## config.mk

```make
export PLATFORM = sky130hd
export DESIGN_NAME = led_bar_seq
export DESIGN_NICKNAME = d
export VERILOG_FILES = /design/src/rtl/led_bar_pkg.sv /design/src/rtl/btn_event.sv /design/src/rtl/led_bar_seq.sv
export SDC_FILE = /design/constraint.sdc
export NUM_CORES = 1
export LEC_CHECK = 0
export BUFFER_PORTS_ARGS = -buffer_cell sky130_fd_sc_hd__buf_2
export CAP_MARGIN = 20
export CORE_MARGIN = 5
export CORE_UTILIZATION = 35
export CTS_BUF_LIST = sky130_fd_sc_hd__clkbuf_8
export DETAILED_ROUTE_END_ITERATION = 6
export PLACE_DENSITY = 0.59
export SETUP_SLACK_MARGIN = 0.3
export SYNTH_ARGS = -nofsm -noshare
export SYNTH_HDL_FRONTEND = slang
export SYNTH_SLANG_ARGS = --single-unit
```

## constraint.sdc

```tcl
create_clock -name clk -period 5.2 [get_ports clk]
set_input_delay 0 -clock clk [delete_from_list [all_inputs] [get_ports clk]]
set_output_delay 0 -clock clk [all_outputs]
set_load 0.02 [all_outputs]
```

## src/rtl/led_bar_pkg.sv

```systemverilog
// Shared encodings and the index-to-pattern decoder for the LED bar sequencer.
package led_bar_pkg;

    localparam logic [1:0] MODE_BAR      = 2'd0;
    localparam logic [1:0] MODE_DOT      = 2'd1;
    localparam logic [1:0] MODE_PINGPONG = 2'd2;
    localparam logic [1:0] MODE_RBAR     = 2'd3;

    localparam logic [1:0] RPT_IDLE   = 2'd0;
    localparam logic [1:0] RPT_DELAY  = 2'd1;
    localparam logic [1:0] RPT_REPEAT = 2'd2;

    localparam int MAX_LEDS = 32;

    function automatic logic [MAX_LEDS-1:0] pattern_decode(
        input logic [4:0] idx,
        input logic [1:0] mode,
        input int         n
    );
        logic [MAX_LEDS-1:0] pat;
        int                  k;
        k   = int'(idx);
        pat = '0;
        for (int i = 0; i < MAX_LEDS; i++) begin
            case (mode)
                MODE_BAR:  pat[i] = (i <= k);
                MODE_RBAR: pat[i] = (i < n) && (i >= n - 1 - k);
                default:   pat[i] = (i == k);
            endcase
        end
        return pat;
    endfunction

endpackage

```

## src/rtl/btn_event.sv

```systemverilog
// Press edge detector and hold-to-repeat FSM for one debounced button.
module btn_event
    import led_bar_pkg::*;
#(
    parameter int BTN_ACTIVE_LOW = 1,
    parameter int REPEAT_DELAY   = 50_000_000,
    parameter int REPEAT_RATE    = 10_000_000
) (
    input  logic clk,
    input  logic rst,
    input  logic i_btn,
    input  logic i_other_pressed,
    output logic o_pressed,
    output logic o_press,
    output logic o_tick
);

    localparam int TMAX = (REPEAT_DELAY > REPEAT_RATE) ? REPEAT_DELAY : REPEAT_RATE;
    localparam int TW   = $clog2(TMAX + 1);

    localparam logic [TW-1:0] DELAY_LAST = TW'(REPEAT_DELAY - 1);
    localparam logic [TW-1:0] RATE_LAST  = TW'(REPEAT_RATE - 1);
    localparam logic          REL_LEVEL  = (BTN_ACTIVE_LOW != 0);

    logic          r_btn_q;
    logic          r_lock;
    logic [1:0]    r_state;
    logic [TW-1:0] r_timer;

    logic w_pressed;
    logic w_prev_pressed;
    logic w_press;
    logic w_hold;
    logic w_tick;

    assign w_pressed      = (i_btn != REL_LEVEL);
    assign w_prev_pressed = (r_btn_q != REL_LEVEL);
    // r_lock masks a button that was already down while reset was applied
    assign w_press        = w_pressed & ~w_prev_pressed & ~r_lock;
    assign w_hold         = w_pressed & ~i_other_pressed;

    assign w_tick = w_hold &
                    (((r_state == RPT_DELAY)  && (r_timer == DELAY_LAST)) ||
                     ((r_state == RPT_REPEAT) && (r_timer == RATE_LAST)));

    always_ff @(posedge clk) begin
        if (rst) begin
            r_btn_q <= REL_LEVEL;
            r_lock  <= w_pressed;
            r_state <= RPT_IDLE;
            r_timer <= '0;
        end else begin
            r_btn_q <= i_btn;
            if (!w_pressed) begin
                r_lock <= 1'b0;
            end
            case (r_state)
                RPT_IDLE: begin
                    if (w_press && !i_other_pressed) begin
                        r_state <= RPT_DELAY;
                        r_timer <= '0;
                    end
                end
                RPT_DELAY, RPT_REPEAT: begin
                    if (!w_hold) begin
                        r_state <= RPT_IDLE;
                        r_timer <= '0;
                    end else if (w_tick) begin
                        r_state <= RPT_REPEAT;
                        r_timer <= '0;
                    end else begin
                        r_timer <= r_timer + TW'(1);
                    end
                end
                default: begin
                    r_state <= RPT_IDLE;
                    r_timer <= '0;
                end
            endcase
        end
    end

    assign o_pressed = w_pressed;
    assign o_press   = w_press;
    assign o_tick    = w_tick;

endmodule

```

## src/rtl/led_bar_seq.sv

```systemverilog
// LED bar sequencer: steps an index from buttons/auto-advance and drives
// one of four registered display patterns.
module led_bar_seq
    import led_bar_pkg::*;
#(
    parameter int NUM_LEDS       = 8,
    parameter int BTN_ACTIVE_LOW = 1,
    parameter int REPEAT_DELAY   = 50_000_000,
    parameter int REPEAT_RATE    = 10_000_000,
    parameter int AUTO_PERIOD    = 25_000_000
) (
    input  logic                        clk,
    input  logic                        rst,
    input  logic                        btn_next,
    input  logic                        btn_prev,
    input  logic [1:0]                  mode_sel,
    input  logic                        auto_en,
    output logic [NUM_LEDS-1:0]         led_out,
    output logic [$clog2(NUM_LEDS)-1:0] step_idx,
    output logic                        wrap_pulse
);

    localparam int IW    = $clog2(NUM_LEDS);
    localparam int TMAX2 = (REPEAT_DELAY > REPEAT_RATE) ? REPEAT_DELAY : REPEAT_RATE;
    localparam int TMAX  = (TMAX2 > AUTO_PERIOD) ? TMAX2 : AUTO_PERIOD;
    localparam int ATW   = $clog2(TMAX + 1);

    localparam logic [IW-1:0]  LAST      = IW'(NUM_LEDS - 1);
    localparam logic [ATW-1:0] AUTO_LAST = ATW'(AUTO_PERIOD - 1);

    logic [IW-1:0]       r_idx;
    logic                r_down;
    logic [NUM_LEDS-1:0] r_led;
    logic                r_wrap;
    logic [ATW-1:0]      r_auto_cnt;

    logic w_n_pressed;
    logic w_n_press;
    logic w_n_tick;
    logic w_p_pressed;
    logic w_p_press;
    logic w_p_tick;

    logic w_auto_tick;
    logic w_btn_evt;
    logic w_auto_clr;
    logic w_next_evt;
    logic w_prev_evt;
    logic w_pp;
    logic w_up;
    logic w_at_end;

    logic [IW-1:0]       w_nidx;
    logic                w_ndown;
    logic                w_npulse;
    logic [MAX_LEDS-1:0] w_pat;

    btn_event #(
        .BTN_ACTIVE_LOW (BTN_ACTIVE_LOW),
        .REPEAT_DELAY   (REPEAT_DELAY),
        .REPEAT_RATE    (REPEAT_RATE)
    ) u_next (
        .clk             (clk),
        .rst             (rst),
        .i_btn           (btn_next),
        .i_other_pressed (w_p_pressed),
        .o_pressed       (w_n_pressed),
        .o_press         (w_n_press),
        .o_tick          (w_n_tick)
    );

    btn_event #(
        .BTN_ACTIVE_LOW (BTN_ACTIVE_LOW),
        .REPEAT_DELAY   (REPEAT_DELAY),
        .REPEAT_RATE    (REPEAT_RATE)
    ) u_prev (
        .clk             (clk),
        .rst             (rst),
        .i_btn           (btn_prev),
        .i_other_pressed (w_n_pressed),
        .o_pressed       (w_p_pressed),
        .o_press         (w_p_press),
        .o_tick          (w_p_tick)
    );

    assign w_auto_tick = auto_en && (r_auto_cnt == AUTO_LAST);
    assign w_btn_evt   = w_n_press | w_n_tick | w_p_press | w_p_tick;
    assign w_auto_clr  = !auto_en || w_auto_tick || w_btn_evt;

    assign w_next_evt = w_n_press | w_n_tick | w_auto_tick;
    assign w_prev_evt = w_p_press | w_p_tick;

    // In ping-pong, "next" follows dir and "prev" runs against it
    assign w_pp     = (mode_sel == MODE_PINGPONG);
    assign w_up     = w_pp ? (w_next_evt ^ r_down) : w_next_evt;
    assign w_at_end = w_up ? (r_idx == LAST) : (r_idx == '0);

    always_comb begin
        w_nidx   = r_idx;
        w_ndown  = w_pp & r_down;
        w_npulse = 1'b0;
        if (w_next_evt != w_prev_evt) begin
            if (!w_at_end) begin
                w_nidx = w_up ? r_idx + IW'(1) : r_idx - IW'(1);
            end else if (!w_pp) begin
                w_nidx   = w_up ? '0 : LAST;
                w_npulse = 1'b1;
            end else if (w_next_evt) begin
                w_nidx   = w_up ? LAST - IW'(1) : IW'(1);
                w_ndown  = w_up;
                w_npulse = 1'b1;
            end
        end
    end

    assign w_pat = pattern_decode(5'(w_nidx), mode_sel, NUM_LEDS);

    always_ff @(posedge clk) begin
        if (rst) begin
            r_idx      <= '0;
            r_down     <= 1'b0;
            r_led      <= NUM_LEDS'(1);
            r_wrap     <= 1'b0;
            r_auto_cnt <= '0;
        end else begin
            r_idx      <= w_nidx;
            r_down     <= w_ndown;
            r_led      <= w_pat[NUM_LEDS-1:0];
            r_wrap     <= w_npulse;
            r_auto_cnt <= w_auto_clr ? '0 : r_auto_cnt + ATW'(1);
        end
    end

    assign led_out    = r_led;
    assign step_idx   = r_idx;
    assign wrap_pulse = r_wrap;

endmodule

```

==> impl_metrics.py <==
metrics = {
    "status": {
        "status": "finished clean",
    },
    "logic_synthesis": {
        "ys.flop_type": "dfxtp_1",
        "ys_warn_count": 0,
        "syn-cell-area_um2": 5050,
        "ys_seq_area_share_pct": 39.6,
        "synth-async-reset-ratio_pct": 0,
        "synthCells": 585,
        "syn_nets": 605,
        "synth.top_cell.area_share_pct": 38.4,
        "syn-mean-instance-area_um2": 8.63,
        "synth_edf_count": 2,
        "ys_seq_elements": 99,
        "synth_area_leaders": "dfxtp_1 38%, xor2_1 8.8%, nor2_1 7.6%, nand3_1 4.1%, xnor2_1 3.8%",
        "synth_cell_types": 66,
        "yosysTopAreaCell": "dfxtp_1",
    },
    "finish": {
        "fin_nets": 619,
        "area_growth_pct": 10.1,
        "diodes": 0,
        "drive_above_1_share_pct": 9.29,
    },
    "critical_path": {
        "cp_slowest_stage_delay_ns": 0.63,
        "startpoint": "r_auto_cnt[0]",
        "cpMaxStageDelayCell": "fa_1",
        "rrSetupSlack_ns": 1.14,
        "crit_path_end_kind": "register",
        "cp-start-kind": "register",
        "r2r_end": "led_out[1]",
        "worst-endpoint-required_ns": 5.51,
        "reg2reg_depth": 14,
        "path_max_fanout": 9,
        "r2r-start": "r_auto_cnt[0]",
        "worstPathCellList": "ha_1 > and2_1 > and4_1 > a41oi_1 > nand3_1 > and2_1 > fa_1 > a21oi_1 > a311oi_1 > a311oi_2 > a31oi_4 > nand2_2 > or4_1 > o211ai_1",
        "arrival_ns": 4.37,
        "crit_top_cell": "and2_1",
        "path_class": "reg2reg",
    },
    "power": {
        "powerDensity_nw_per_um2": 324,
        "p_leak_nw": 2.01,
        "peakVddDrop_uv": 161,
        "p_total_mw": 1.80,
    },
    "clock_tree": {
        "cts_tree": "yes",
        "cts_resized": 0,
        "clk_pin_slew_ns": 0.09,
        "cts_buffers": 9,
        "cts_buffer_depth": 2,
        "clkLatencyLatePin_ns": 0.38,
        "htreeDepth": 3,
        "root_buffer": "clkbuf_8",
        "cts_sinks": 99,
    },
    "floorplanning": {
        "initial_core_util_pct": 35.2,
        "die_h_um": 130,
        "coreArea_um2": 14400,
        "io-pin-count": 19,
        "die_w_um": 130,
        "dieArea_um2": 16900,
        "fp-row-count": 44,
    },
    "global_routing": {
        "antenna_found_initial": 0,
        "grt_max_degree": 27,
        "grt_pass1_vias": 3881,
        "grt.overflow.total": 0,
        "grt_pass1_wl_mm": 17.9,
        "grt_use_total_pct": 12.9,
    },
    "detailed_routing": {
        "first_iter_violations": 180,
        "num_vias": 4069,
        "final_antenna_net_count": 0,
        "drc_errors": 0,
        "totalWireLength_mm": 10.2,
        "routed_via_density": 5.17,
        "wl_per_cell_um": 13.0,
        "drtPass1Iterations": 4,
    },
    "job": {
        "drv_cap": 0,
    },
    "worst_hold_path": {
        "hold_depth": 4,
        "min_to": "led_out[6]",
        "hp-class": "in2reg",
        "holdCritStartpoint": "mode_sel[0]",
    },
    "placed_design": {
        "finalWeightedCongestion": 0.811,
        "io_buffers": 18,
        "dp_hpwl_mm": 7.21,
    },
    "sta": {
        "finalHoldViolCount": 0,
        "slew_headroom_pct": 33.2,
        "timing.setup.tns_ns": 0,
        "grt_setup_unrepaired": "false",
        "finClkSkew_ns": 0.00886,
        "setup_viol": 0,
        "finalCritPeriodShare_pct": 78.0,
        "whs_ns": 0.164,
        "final_period_minus_worst_setup_slack_ns": 4.06,
        "worst_slew_pin_slew_ns": 0.999,
        "drv_slew": 0,
        "fmax_mhz": 246,
    },
}
[per-stage QoR]
step / area [um^2] / setup WS, ns / std cells / util, %
after CTS: 5560 / 1.18 / 787 / 38.7
after floorplan: 5050 / 1.50 / 585 / -
after detailed placement: 5290 / 1.20 / 769 / 36.8
after global routing: 5560 / 0.777 / 787 / 38.7
final: 5560 / 1.14 / 787 / 38.7
after global placement: 5290 / 1.30 / 769 / 36.8
[cell usage after synthesis (4+ instances only)]
| master | n |
|---|---|
| nor2b_1 | 8 |
| mux2i_1 | 5 |
| nor2_1 | 102 |
| a21oi_1 | 14 |
| o21ai_1 | 5 |
| or3_1 | 6 |
| nand2_1 | 47 |
| or2_2 | 4 |
| nand4_1 | 17 |
| and3_1 | 22 |
| xnor2_1 | 22 |
| nor4b_1 | 5 |
| clkbuf_1 | 14 |
| o21ai_0 | 5 |
| nand3_1 | 41 |
| inv_1 | 14 |
| ha_1 | 12 |
| xor2_1 | 51 |
| dfxtp_1 | 97 |
| nor3_1 | 7 |
| a211oi_1 | 4 |
| and2_1 | 8 |
| and4_1 | 10 |
[layer usage]
metal  track usage (%)  vias up  share of wire (%)
met2              20.6       59                 46
met1              16.7     1925                 48
li1                  -     2066                  -
met3              2.54       19                2.8
met4              6.48        0                2.4
met5                 0        -                  0
[flip-flops by register name (all words and copies together), names as in the netlist]
signal,flops
u_next.r_lock,1
r_auto_cnt,26
u_prev.r_btn_q,1
u_next.r_btn_q,1
u_prev.r_state,2
u_next.r_timer,26
r_down,1
u_prev.r_lock,1
led_out,8
u_next.r_state,2
step_idx,3
u_prev.r_timer,26
wrap_pulse,1
[critical path, delay by kind of cell, from the launching register on]
family / cells / cell delay [ns]
AO/OA/AOI/OAI: 6 / 1.27
adder cells (fa/ha/maj): 2 / 0.87
flip-flops: 1 / 0.34
AND/OR/NAND/NOR: 6 / 1.52
[cell families (layout without fill, tap and decap cells)]
logic type | count (synthesis) | in the layout | synth area share [%]
compound gates | 60 | 60 | 9.66
buf+inv | 35 | 53 | 2.97
flops | 99 | 99 | 39.6
simple gates | 299 | 299 | 30.5
xor+xnor | 73 | 73 | 12.7
fa+ha+maj | 13 | 13 | 3.37
mux | 6 | 6 | 1.21
[worst max-delay path by stage]
stage,slack (ns),end,cells after the start
after floorplan,1.50,led_out[1],14
after detailed placement,1.20,led_out[1],14
after CTS,1.18,led_out[1],14
after global routing,0.78,led_out[1],14
final,1.14,led_out[1],14
after global placement,1.30,led_out[1],14
[repair_timing]
action / CTS / global route
setup buffers: 0 / 0
hold buffers: 3 / 0
endpoints found under the hold margin: 7 / 0
[power breakdown]
part | switching (mW) | internal [mW] | total [mW]
Sequential | 0.0322 | 0.794 | 0.826
Clock | 0.263 | 0.329 | 0.592
Combinational | 0.248 | 0.139 | 0.387
Total | 0.543 | 1.26 | 1.80
[cell type report]
type                       count  area (um^2)
tap                          184          230
multi-input combinational    451         2900
clock buffer                  10          138
sequential                    99         2000
inverter                      15         56.3
clock inverter                 5          103
fill                        1448         8810
timing repair buffer          23          135
[cell usage in the layout, fill, tap and decap left out, drive strengths merged, types with 3 or more instances in the layout]
master,instances
xnor2,22
nor2b,8
buf,20
nand4,17
nor4b,5
clkbuf,10
or4b,3
nor2,102
nand3,41
nand2,48
and3,22
a21oi,15
dfxtp,97
a211oi,4
nand4b,3
a22oi,3
or3,6
xor2,51
and4,10
bufinv,3
o211ai,5
nor3b,3
inv,15
o2111ai,3
dlygate4sd3,3
or2,4
mux2i,5
o21ai,11
and2,8
a31oi,4
nor3,8
ha,12
Power figures use the tool's default switching activity.
